==> config.mk <==
export PLATFORM = sky130hd
export DESIGN_NAME = vend_dispenser_flat
export DESIGN_NICKNAME = d
export VERILOG_FILES = /design/src/rtl/vend_dispenser_if.sv /design/src/rtl/vend_dispenser.sv /design/src/flat_wrapper.sv
export SDC_FILE = /design/constraint.sdc
export NUM_CORES = 1
export LEC_CHECK = 0
export ABC_AREA = 0
export BUFFER_PORTS_ARGS = -buffer_cell sky130_fd_sc_hd__buf_2
export CELL_PAD_IN_SITES_DETAIL_PLACEMENT = 1
export CELL_PAD_IN_SITES_GLOBAL_PLACEMENT = 2
export CORE_MARGIN = 5
export CORE_UTILIZATION = 35
export DETAILED_ROUTE_END_ITERATION = 10
export HOLD_SLACK_MARGIN = 0.06
export PLACE_DENSITY_LB_ADDON = 0.1
export SLEW_MARGIN = 20
export SYNTH_ARGS = -nofsm -noshare
export SYNTH_HDL_FRONTEND = slang
export SYNTH_SLANG_ARGS = --single-unit
export TNS_END_PERCENT = 5
==> constraint.sdc <==
create_clock -name clk -period 2.57 [get_ports clk]
set_input_delay 0.1285 -clock clk [delete_from_list [all_inputs] [get_ports clk]]
set_output_delay 0.1285 -clock clk [all_outputs]
set_load 0.005 [all_outputs]
==> src/rtl/vend_dispenser_if.sv <==
// Dispense request/response bundle between the vending credit FSM and the
// dispense controller.
interface vend_dispenser_if;
  logic       A;
  logic [1:0] P;
  logic       refill;
  logic [2:0] motor;
  logic       busy;
  logic       done;
  logic       refund;
  logic [2:0] empty;
  logic [1:0] last_P;

  modport master (
    output A, P, refill,
    input  motor, busy, done, refund, empty, last_P
  );

  modport slave (
    input  A, P, refill,
    output motor, busy, done, refund, empty, last_P
  );
endinterface

==> src/rtl/vend_dispenser.sv <==
// Product-dispense actuator controller: stock check, timed one-hot motor drive,
// settle interval, done/refund pulses and per-product inventory tracking.
module vend_dispenser #(
  parameter int unsigned MOTOR_CYCLES  = 8,
  parameter int unsigned SETTLE_CYCLES = 4,
  parameter int unsigned STOCK_W       = 3,
  parameter int unsigned STOCK_INIT    = 7
) (
  input  logic            clk,
  input  logic            reset,
  vend_dispenser_if.slave bus
);

  localparam int unsigned T_MAX   = (MOTOR_CYCLES > SETTLE_CYCLES) ? MOTOR_CYCLES : SETTLE_CYCLES;
  localparam int unsigned TIMER_W = (T_MAX > 1) ? $clog2(T_MAX) : 1;
  localparam int unsigned N_PROD  = 3;

  localparam logic [1:0] IDLE   = 2'd0;
  localparam logic [1:0] RUN    = 2'd1;
  localparam logic [1:0] SETTLE = 2'd2;

  logic [1:0]         state_q, state_d;
  logic [TIMER_W-1:0] timer_q, timer_d;
  logic [1:0]         code_q, code_d;
  logic [STOCK_W-1:0] stock_q [N_PROD];
  logic [STOCK_W-1:0] stock_d [N_PROD];
  logic [2:0]         motor_q, motor_d;
  logic               busy_q, busy_d;
  logic               done_q, done_d;
  logic               refund_q, refund_d;
  logic [2:0]         empty_q, empty_d;
  logic [1:0]         last_p_q, last_p_d;
  logic [STOCK_W-1:0] sel_stock;
  logic               accept;

  // Next-state, stock bookkeeping and registered-output precompute
  always_comb begin
    state_d   = state_q;
    timer_d   = timer_q;
    code_d    = code_q;
    last_p_d  = last_p_q;
    done_d    = 1'b0;
    refund_d  = 1'b0;
    accept    = 1'b0;
    motor_d   = 3'b000;
    sel_stock = '0;
    for (int i = 0; i < int'(N_PROD); i++) stock_d[i] = stock_q[i];

    case (bus.P)
      2'd1:    sel_stock = stock_q[0];
      2'd2:    sel_stock = stock_q[1];
      2'd3:    sel_stock = stock_q[2];
      default: sel_stock = '0;
    endcase

    case (state_q)
      IDLE: begin
        if (bus.A) begin
          if (bus.P != 2'd0 && sel_stock != '0) begin
            accept  = 1'b1;
            code_d  = bus.P;
            timer_d = TIMER_W'(MOTOR_CYCLES - 1);
            state_d = RUN;
          end else begin
            refund_d = 1'b1;
          end
        end else if (bus.refill) begin
          for (int i = 0; i < int'(N_PROD); i++) stock_d[i] = STOCK_W'(STOCK_INIT);
        end
      end
      RUN: begin
        refund_d = bus.A;
        if (timer_q == '0) begin
          timer_d = TIMER_W'(SETTLE_CYCLES - 1);
          state_d = SETTLE;
        end else begin
          timer_d = timer_q - TIMER_W'(1);
        end
      end
      SETTLE: begin
        refund_d = bus.A;
        if (timer_q == '0) begin
          state_d  = IDLE;
          done_d   = 1'b1;
          last_p_d = code_q;
        end else begin
          timer_d = timer_q - TIMER_W'(1);
        end
      end
      default: state_d = IDLE;
    endcase

    // Accept already guarantees nonzero stock, so this never wraps
    for (int i = 0; i < int'(N_PROD); i++) begin
      if (accept && bus.P == 2'(i + 1)) stock_d[i] = stock_q[i] - STOCK_W'(1);
    end

    if (state_d == RUN) begin
      case (code_d)
        2'd1:    motor_d = 3'b001;
        2'd2:    motor_d = 3'b010;
        2'd3:    motor_d = 3'b100;
        default: motor_d = 3'b000;
      endcase
    end

    busy_d = (state_d != IDLE);
    for (int i = 0; i < int'(N_PROD); i++) empty_d[i] = (stock_d[i] == '0);
  end

  // State and output registers
  always_ff @(posedge clk or posedge reset) begin
    if (reset) begin
      state_q  <= IDLE;
      timer_q  <= '0;
      code_q   <= 2'd0;
      motor_q  <= 3'b000;
      busy_q   <= 1'b0;
      done_q   <= 1'b0;
      refund_q <= 1'b0;
      empty_q  <= 3'b000;
      last_p_q <= 2'd0;
      for (int i = 0; i < int'(N_PROD); i++) stock_q[i] <= STOCK_W'(STOCK_INIT);
    end else begin
      state_q  <= state_d;
      timer_q  <= timer_d;
      code_q   <= code_d;
      motor_q  <= motor_d;
      busy_q   <= busy_d;
      done_q   <= done_d;
      refund_q <= refund_d;
      empty_q  <= empty_d;
      last_p_q <= last_p_d;
      for (int i = 0; i < int'(N_PROD); i++) stock_q[i] <= stock_d[i];
    end
  end

  assign bus.motor  = motor_q;
  assign bus.busy   = busy_q;
  assign bus.done   = done_q;
  assign bus.refund = refund_q;
  assign bus.empty  = empty_q;
  assign bus.last_P = last_p_q;

endmodule

==> src/flat_wrapper.sv <==
// flat-port wrapper written by rule: the top's interface ports become plain ports
module vend_dispenser_flat 
#(
  parameter int unsigned MOTOR_CYCLES  = 8,
  parameter int unsigned SETTLE_CYCLES = 4,
  parameter int unsigned STOCK_W       = 3,
  parameter int unsigned STOCK_INIT    = 7
)
  (clk, reset, bus_A, bus_P, bus_refill, bus_motor, bus_busy, bus_done, bus_refund, bus_empty, bus_last_P);
  vend_dispenser_if bus_i ();
  input  logic clk;
  input  logic reset;
  input wire logic [$bits(bus_i.A)-1:0] bus_A;
  input wire logic [$bits(bus_i.P)-1:0] bus_P;
  input wire logic [$bits(bus_i.refill)-1:0] bus_refill;
  output wire logic [$bits(bus_i.motor)-1:0] bus_motor;
  output wire logic [$bits(bus_i.busy)-1:0] bus_busy;
  output wire logic [$bits(bus_i.done)-1:0] bus_done;
  output wire logic [$bits(bus_i.refund)-1:0] bus_refund;
  output wire logic [$bits(bus_i.empty)-1:0] bus_empty;
  output wire logic [$bits(bus_i.last_P)-1:0] bus_last_P;
  assign bus_i.A = bus_A;
  assign bus_i.P = bus_P;
  assign bus_i.refill = bus_refill;
  assign bus_motor = bus_i.motor;
  assign bus_busy = bus_i.busy;
  assign bus_done = bus_i.done;
  assign bus_refund = bus_i.refund;
  assign bus_empty = bus_i.empty;
  assign bus_last_P = bus_i.last_P;
  vend_dispenser #(.MOTOR_CYCLES(MOTOR_CYCLES), .SETTLE_CYCLES(SETTLE_CYCLES), .STOCK_W(STOCK_W), .STOCK_INIT(STOCK_INIT)) u_core (.clk(clk), .reset(reset), .bus(bus_i));
endmodule
Word-level counts from Yosys, hierarchy flattened:

Index checks and enable logic that the tools add are counted.
Widths: inputs -> output; s select.

* add/sub/neg operators: 4
* equal/unequal tests: 12
* muxes and demuxes: 30
* reductions and logical operators: 16

Operator list (number)
* $mux 9: 3
* $pmux 3 s3: 3
* $mux 3: 8
* $mux 2: 7
* $logic_not 3->1: 4
* $sub 3x1->3 const B: 4
* $eq 2x2->1 const B: 5
* $eq 2x1->1 const B: 4
* $mux 1: 7
* $pmux 2 s3: 1
* $reduce_bool 3->1: 2
* $logic_and 1x1->1: 4
* $ne 2x2->1 const B: 2
* $reduce_and 4->1: 1
* $reduce_bool 2->1: 2
* $logic_not 2->1: 1
* $ne 2x1->1 const B: 1
* $pmux 1 s2: 1
* $reduce_and 2->1: 1
* $reduce_or 2->1: 1

* register bits after elaboration: 27
* bits of input ports: 6
* output and inout port bits: 11
* logic and storage cells: 74

Logic depth before layout (Yosys ltp):

Gate-level depths: netlist of the first run.

* depth in word-level cells: 10
* depth in mapped cells: 8
* mapped depth without buffers: 7

Least setup slack after synthesis of the first run:

OpenSTA, ideal clock, no wires.

* path type: register to register
* start point: reg u_core.state_q[0]
* end point: reg u_core.timer_q[1]
* library setup time: 0.125 ns
* data arrival time: 1.754 ns
* required time: 2.445 ns
* path slack: 0.691 ns
* cell stages (with the launch flop): 8
* path buffers: 1
* clock period less this slack: 1.879 ns
* cells stage by stage: dfrtp_1 > inv_1 > ha_1 > buf_4 > nand3_2 > nor3_2 > o21a_2 > mux2_4

* word-level cells in the longest chain between the ends: 3
* elaborated cells on any way between the ends: 9
* classes of those cells: 5 x eq/ne; 1 x mux; 3 x reduce/logical

RTL lines
* from (decl): line vend_dispenser.sv:22 `logic [1:0] state_q, state_d;`
* from (signal assigned): line vend_dispenser.sv:125 `state_q <= state_d;`
* $eq 2x2->1 (tied with other cells): line vend_dispenser.sv:56 `case (state_q)`
* $ne 2x2->1 (no line) (tied with other cells)
* $reduce_and 4->1 (no line)
* to (signal assigned): line vend_dispenser.sv:126 `timer_q <= timer_d;`
* to (decl): line vend_dispenser.sv:23 `logic [TIMER_W-1:0] timer_q, timer_d;`

Several ways; a longest one is shown, not always the timed one.
A chain may end at the register's enable or synchronous reset.

Worst setup path after layout of the first run:

* start point: reg u_core.state_q[0]
* end point: reg u_core.motor_q[2] (netlist: u_core.bus.motor[2])

* word-level cells in the longest chain between the ends: 5
* elaborated cells on any way between the ends: 15
* classes of those cells: 6 x eq/ne; 8 x mux; 1 x reduce/logical

RTL lines
* $logic_not 2->1 / $mux 2 (equally long branches): line vend_dispenser.sv:56, vend_dispenser.sv:59
* $mux 2, on equally long branches: line vend_dispenser.sv:56, vend_dispenser.sv:58
* $eq 2x2->1 (tied with other cells): line vend_dispenser.sv:99 `case (code_d)`
* $pmux 3 s3 / $eq 2x1->1 (equally long branches): line vend_dispenser.sv:99, vend_dispenser.sv:98
* $mux 3 *: line vend_dispenser.sv:98 `if (state_d == RUN) begin`
* net u_core.motor_d[2]: line vend_dispenser.sv:27 `logic [2:0] motor_q, motor_d;`
* to (signal assigned): line vend_dispenser.sv:128 `motor_q <= motor_d;`
* to (decl): line vend_dispenser.sv:27

The timed path passes the listed nets; every way through them passes the cells marked *.

==> reports/summary.txt, run 1 <==
worst-margin pin slew: 0.609 ns
clock-pin slew on the worst setup and hold paths: 0.10 ns
CP Launch Type: flip-flop
Setup CP Type: flip-flop to flip-flop
pin count of the biggest net entering global routing: 17
setup slack, reg-to-reg: 0.50 ns
htree depth: 1
Synth Area per Inst: 10.4 µm²
first-pass GRT wire length: 5640 µm
clock root buffer: clkbuf_8
dominant cell type by area after synthesis: dfrtp_1
initial antenna violation count: 0
# rows: 23
FF-to-FF End: u_core.bus.motor[2]$_DFF_PP0_
Place WS: 0.484 ns
Min Hold Slack: 0.196 ns
DP Area: 1640 µm²
GR Util met3: 0.0224
post-route cell area: 1700 µm²
Critical Path, Cell by Cell: inv_1 > ha_1 > nand3_2 > nor3_2 > buf_4 > o2111ai_1 > nor3b_1
vias in the first global route: 1168
CTS Buffer Depth: 2
ANT nets after route: 0
Top FF cell, synth: dfrtp_1
HP Start: bus_P[0]
I/O Buffers: 16
Finished Core Util: 0.419
yosys warns: 0
crit path DAT: 2.23 ns
Final GP Congestion: 0.757
count of different cell masters after synthesis: 42
chip height: 75.3 µm
Net Count, Synth: 158
Clock Latency Late Sink: 0.27 ns
number of synthesized flops with an enable pin: 0
placed cell count: 210
Worst Hold Depth: 2
hold endpoint: u_core.code_q[0]$_DFF_PP0_
cells after synthesis: 143
Post-Syn Area: 1490 µm²
CP Max Fanout: 9
Leak: 0.827 nW
TritonCTS Buffers: 3
final worst slack: 0.503 ns
hold violation count in the final report: 0
setup TNS: 0 ns
post-CTS setup buffer count: 0
Cell Count, Final, Fillers Out: 215
FF+latch count, synth: 27
Pwr per Cell Area: 1080 nW/µm²
grt peak-use layer: met2
Overall Power: 1.83 mW
DRT Pass-1 Iters: 3
starting density of the core: 0.368
Yosys top cell area share: 0.302
final setup vio count: 0
ratio of cells with drive above 1 in the final layout: 0.291
CP delay by family, top: simple AND/OR/NAND/NOR gates
grt ovf: 0
area of the multi-input gates: 724 µm²
status: finished clean
initial DRC count: 14
total number of vias: 1104
Vias/cell: 5.13
final wirelength: 3170 µm
Reg2Reg Launch Point: u_core.state_q[0]$_DFF_PP0_
crit-path max cell delay: 0.44 ns
n_diodes: 0
core area: 4060 µm²
area grow syn2layout: 13.7%
final worst path period share: 0.804
drt wl/cell: 14.7 µm
asr flop ratio synth: 1.00
skew final: 0.00344 ns
max-slew violation count: 0
Filler Cells Inserted: 479
Slew headroom: 0.593
most frequent cells in the layout: dfrtp_1 (18), buf_2 (16), inv_1 (15)
register area: 687 µm²
met2 global-route usage: 0.237
commonest non-fill, non-tap cell in the layout: dfrtp_1
HP Class: input port to flip-flop
clock sink count: 27
Resized cells post-CTS: 0
post-layout min period: 2.07 ns
fmax: 484 MHz
Overall Global Routing Usage: 0.129
post-synthesis sequential area ratio: 0.460
Buf/Inv on CP: 2
detailed-placement wirelength estimate: 2560 µm
RSZ-0062 raised after global routing: false
Crit-path slowest cell: dfrtp_1
DRC Markers: 0
die area: 5670 µm²
worst vdd ir: 287 µV
CP Data Required Time: 2.73 ns
die width: 75.3 µm
max-cap viol count: 0
number of I/O pins: 17
synth top area cells: dfrtp_1 (30%), dfstp_2 (16%), ha_1 (7.5%)
CP Capture Type: flip-flop
CTS tree: built
met1 GRT Util: 0.156
Final #Nets: 181
R2R cell count: 7
-- where the power goes --
group          leakage, nW  total, mW  switching (mW)  internal (mW)
sequential           0.326      0.751           0.133          0.617
combinational        0.479      0.835           0.446          0.389
clock               0.0217      0.244           0.134          0.110
total                0.827       1.83           0.714           1.12
-- state kept, by name, indices dropped and copies added (netlist names) --
register and cells:
u_core.bus.empty 3, u_core.timer_q 3, u_core.bus.motor 3, u_core.code_q 2, u_core.state_q 2, u_core.bus.refund 1
u_core.bus.done 1, u_core.bus.busy 1, u_core.stock_q 9, u_core.bus.last_P 2
-- routing by layer --
metal,up-vias,wire length (µm)
met5,-,0
met4,0,21
met3,2,115
met2,12,1610
met1,539,1420
li1,551,-
-- final cells by class --
cell class | count | area share
clock inverter | 1 | 0.00442
timing repair buffer | 21 | 0.0707
clock buffer | 3 | 0.0243
sequential | 27 | 0.404
multi-input combinational | 98 | 0.426
tap | 50 | 0.0368
inverter | 15 | 0.0331
-- cell families (layout without fill, tap and decap cells) --
kind of cell | Yosys count | after routing | share of synthesized area
AO/OA/AOI/OAI | 32 | 32 | 0.133
multiplexers | 8 | 8 | 0.0662
AND/OR/NAND/NOR | 46 | 46 | 0.193
XOR/XNOR | 3 | 3 | 0.0176
flip-flops | 27 | 27 | 0.460
adder cells (fa/ha/maj) | 9 | 9 | 0.0754
buffers and inverters | 18 | 40 | 0.0553
-- how the worst max path moves through the flow --
stage | endpoint | slack (ns) | cells after the start | from
after floorplan | u_core.timer_q[1]$_DFFE_PP0P_ | 0.69 | 7 | u_core.state_q[0]$_DFF_PP0_
after global placement | u_core.bus.motor[2]$_DFF_PP0_ | 0.54 | 5 | u_core.stock_q[5]$_DFF_PP1_
after detailed placement | u_core.bus.motor[2]$_DFF_PP0_ | 0.48 | 7 | u_core.state_q[0]$_DFF_PP0_
after CTS | u_core.bus.motor[2]$_DFF_PP0_ | 0.46 | 7 | u_core.state_q[0]$_DFF_PP0_
after global routing | u_core.bus.motor[2]$_DFF_PP0_ | 0.28 | 7 | u_core.state_q[0]$_DFF_PP0_
final | u_core.bus.motor[2]$_DFF_PP0_ | 0.50 | 7 | u_core.state_q[0]$_DFF_PP0_
-- cell usage after synthesis (all sizes together), types with 3 or more instances --
master	n
o22ai	3
buf	3
o21ai	5
ha	9
dfstp	9
nand2	5
nor2b	3
or3	4
nor2	11
nor3	6
inv	15
nand3	4
xnor2	3
dfrtp	18
a21oi	12
o21a	3
mux2	6
nor3b	4
-- what timing repair did --
item / 4_1_cts / 5_1_grt
endpoints found under the hold margin: 7 / 0
endpoints found under the setup margin: 0 / 0
hold buffers: 1 / 0
Note: power is estimated with default switching activity, not from simulation.
==> run 2, diff against run 1 <==
Clock period 2.57 ns to 1.96 ns, I/O delays scaled along.
==> run 2 against run 1 <==
- global-route usage hardly changed
- critical endpoint is now u_core.bus.motor[0]$_DFF_PP0_
- combinational power is 45% higher
- non-clock buffer count is 7 higher
- critical path type unchanged
==> reports/summary.txt, run 2 (synthesis gave the netlist of run 1 again) <==
CP Data Required Time: 2.17 ns
crit path DAT: 2.05 ns
RSZ-0062 raised after global routing: false
starting density of the core: 0.368
max-slew violation count: 0
Final GP Congestion: 0.818
clock sink count: 27
area grow syn2layout: 18.0%
grt ovf: 0
worst-margin pin slew: 0.385 ns
DRT Pass-1 Iters: 3
Setup CP Type: flip-flop to flip-flop
DRC Markers: 0
Final #Nets: 188
first-pass GRT wire length: 5660 µm
max FFs per register: 9
Worst Hold Depth: 2
CTS Buffer Depth: 2
n_diodes: 0
ANT nets after route: 0
CP Launch Type: flip-flop
Overall Global Routing Usage: 0.129
chip height: 75.3 µm
clock-pin slew on the worst setup and hold paths: 0.11 ns
Leak: 0.867 nW
clock root buffer: clkbuf_8
HP Class: input port to flip-flop
hold violation count in the final report: 0
Vias/cell: 5.22
commonest non-fill, non-tap cell in the layout: dfrtp_1
setup slack, reg-to-reg: 0.11 ns
CP Max Fanout: 7
Clock Latency Late Sink: 0.28 ns
drt wl/cell: 14.9 µm
I/O Buffers: 16
pin count of the biggest net entering global routing: 28
placed cell count: 217
met1 wire length: 1350 µm
CP Capture Type: flip-flop
worst vdd ir: 506 µV
total number of vias: 1158
Reg2Reg Launch Point: u_core.stock_q[6]$_DFF_PP1_
post-CTS setup buffer count: 0
number of I/O pins: 17
Pwr per Cell Area: 1420 nW/µm²
Cell Count, Final, Fillers Out: 222
ratio of cells with drive above 1 in the final layout: 0.326
# rows: 23
max-cap viol count: 0
hold endpoint: u_core.bus.refund$_DFF_PP0_
final worst slack: 0.114 ns
final worst path period share: 0.942
status: finished clean
initial antenna violation count: 0
initial DRC count: 12
die area: 5670 µm²
skew final: 0.00943 ns
met3 WL: 84 µm
post-layout min period: 1.85 ns
detailed-placement wirelength estimate: 2670 µm
most frequent cells in the layout: dfrtp_1 (18), buf_2 (16), inv_1 (15)
TritonCTS Buffers: 3
setup TNS: 0 ns
CTS tree: built
fmax: 542 MHz
vias in the first global route: 1306
Place WS: -0.0154 ns
Slew headroom: 0.743
R2R cell count: 6
most flop-heavy register: u_core.stock_q
met2 routed WL: 1860 µm
FF-to-FF End: u_core.bus.motor[0]$_DFF_PP0_
core area: 4060 µm²
final wirelength: 3310 µm
max layer used: met4
die width: 75.3 µm
final setup vio count: 0
HP Start: bus_A
htree depth: 1
-- run 2: cell types whose count changed in the layout (fill, tap and decap cells not counted), sizes merged --
cell and change:
buf +7, clkinvlp -1, inv +1
-- run 2: through the flow --
step,cell area (µm²),util,power [mW],hold WS (ns)
after detailed placement,1690,0.417,2.20,0.183
after CTS,1760,0.434,2.55,0.157
after global placement,1690,0.417,2.14,0.176
final,1760,0.434,2.51,0.170
after floorplan,1490,-,1.80,0.144
after global routing,1760,0.434,2.74,0.169
-- run 2: routing by layer --
metal,track usage,vias up
li1,-,563
met1,0.141,583
met2,0.258,10
met3,0.0198,2
met4,0.0291,0
met5,0,-
-- run 2: layout make-up --
cell class | count | area [µm²]
clock buffer | 3 | 41.3
clock inverter | 1 | 8.76
fill | 467 | 2290
inverter | 15 | 56.3
multi-input combinational | 98 | 734
sequential | 27 | 687
tap | 50 | 62.6
timing repair buffer | 28 | 173
-- run 2: worst max-delay path by stage --
stage                                          to                        start  depth (start not counted)  slack, ns
floorplan           u_core.timer_q[1]$_DFFE_PP0P_  u_core.state_q[0]$_DFF_PP0_                          7       0.08
global placement    u_core.bus.motor[1]$_DFF_PP0_  u_core.stock_q[6]$_DFF_PP1_                          5       0.04
detailed placement  u_core.bus.motor[0]$_DFF_PP0_  u_core.stock_q[6]$_DFF_PP1_                          6      -0.02
CTS                 u_core.bus.motor[2]$_DFF_PP0_  u_core.stock_q[4]$_DFF_PP1_                          5       0.02
global route          u_core.stock_q[5]$_DFF_PP1_  u_core.state_q[0]$_DFF_PP0_                          8       0.03
finish              u_core.bus.motor[0]$_DFF_PP0_  u_core.stock_q[6]$_DFF_PP1_                          6       0.11
-- run 2: report_power, final --
group          leakage, nW  switching [mW]  internal (mW)
logic                0.515           0.643          0.572
registers            0.326           0.142          0.808
clock network       0.0261           0.193          0.149
total                0.867           0.978           1.53
-- run 2: timing repair --
item | 4_1_cts | 5_1_grt
gates resized for setup | 1 | 2
endpoints found under the setup margin | 4 | 3
hold buffers | 1 | 0
endpoints found under the hold margin | 18 | 0
pin swaps | 0 | 1
-- run 2: worst max-delay path, stage by stage, from the launching register on --
cell and delay (ns):
dfstp_2 0.60, or4_4 0.15, nand3_2 0.11, nor3_4 0.30, mux2i_2 0.32, inv_1 0.10, nor3b_2 0.18
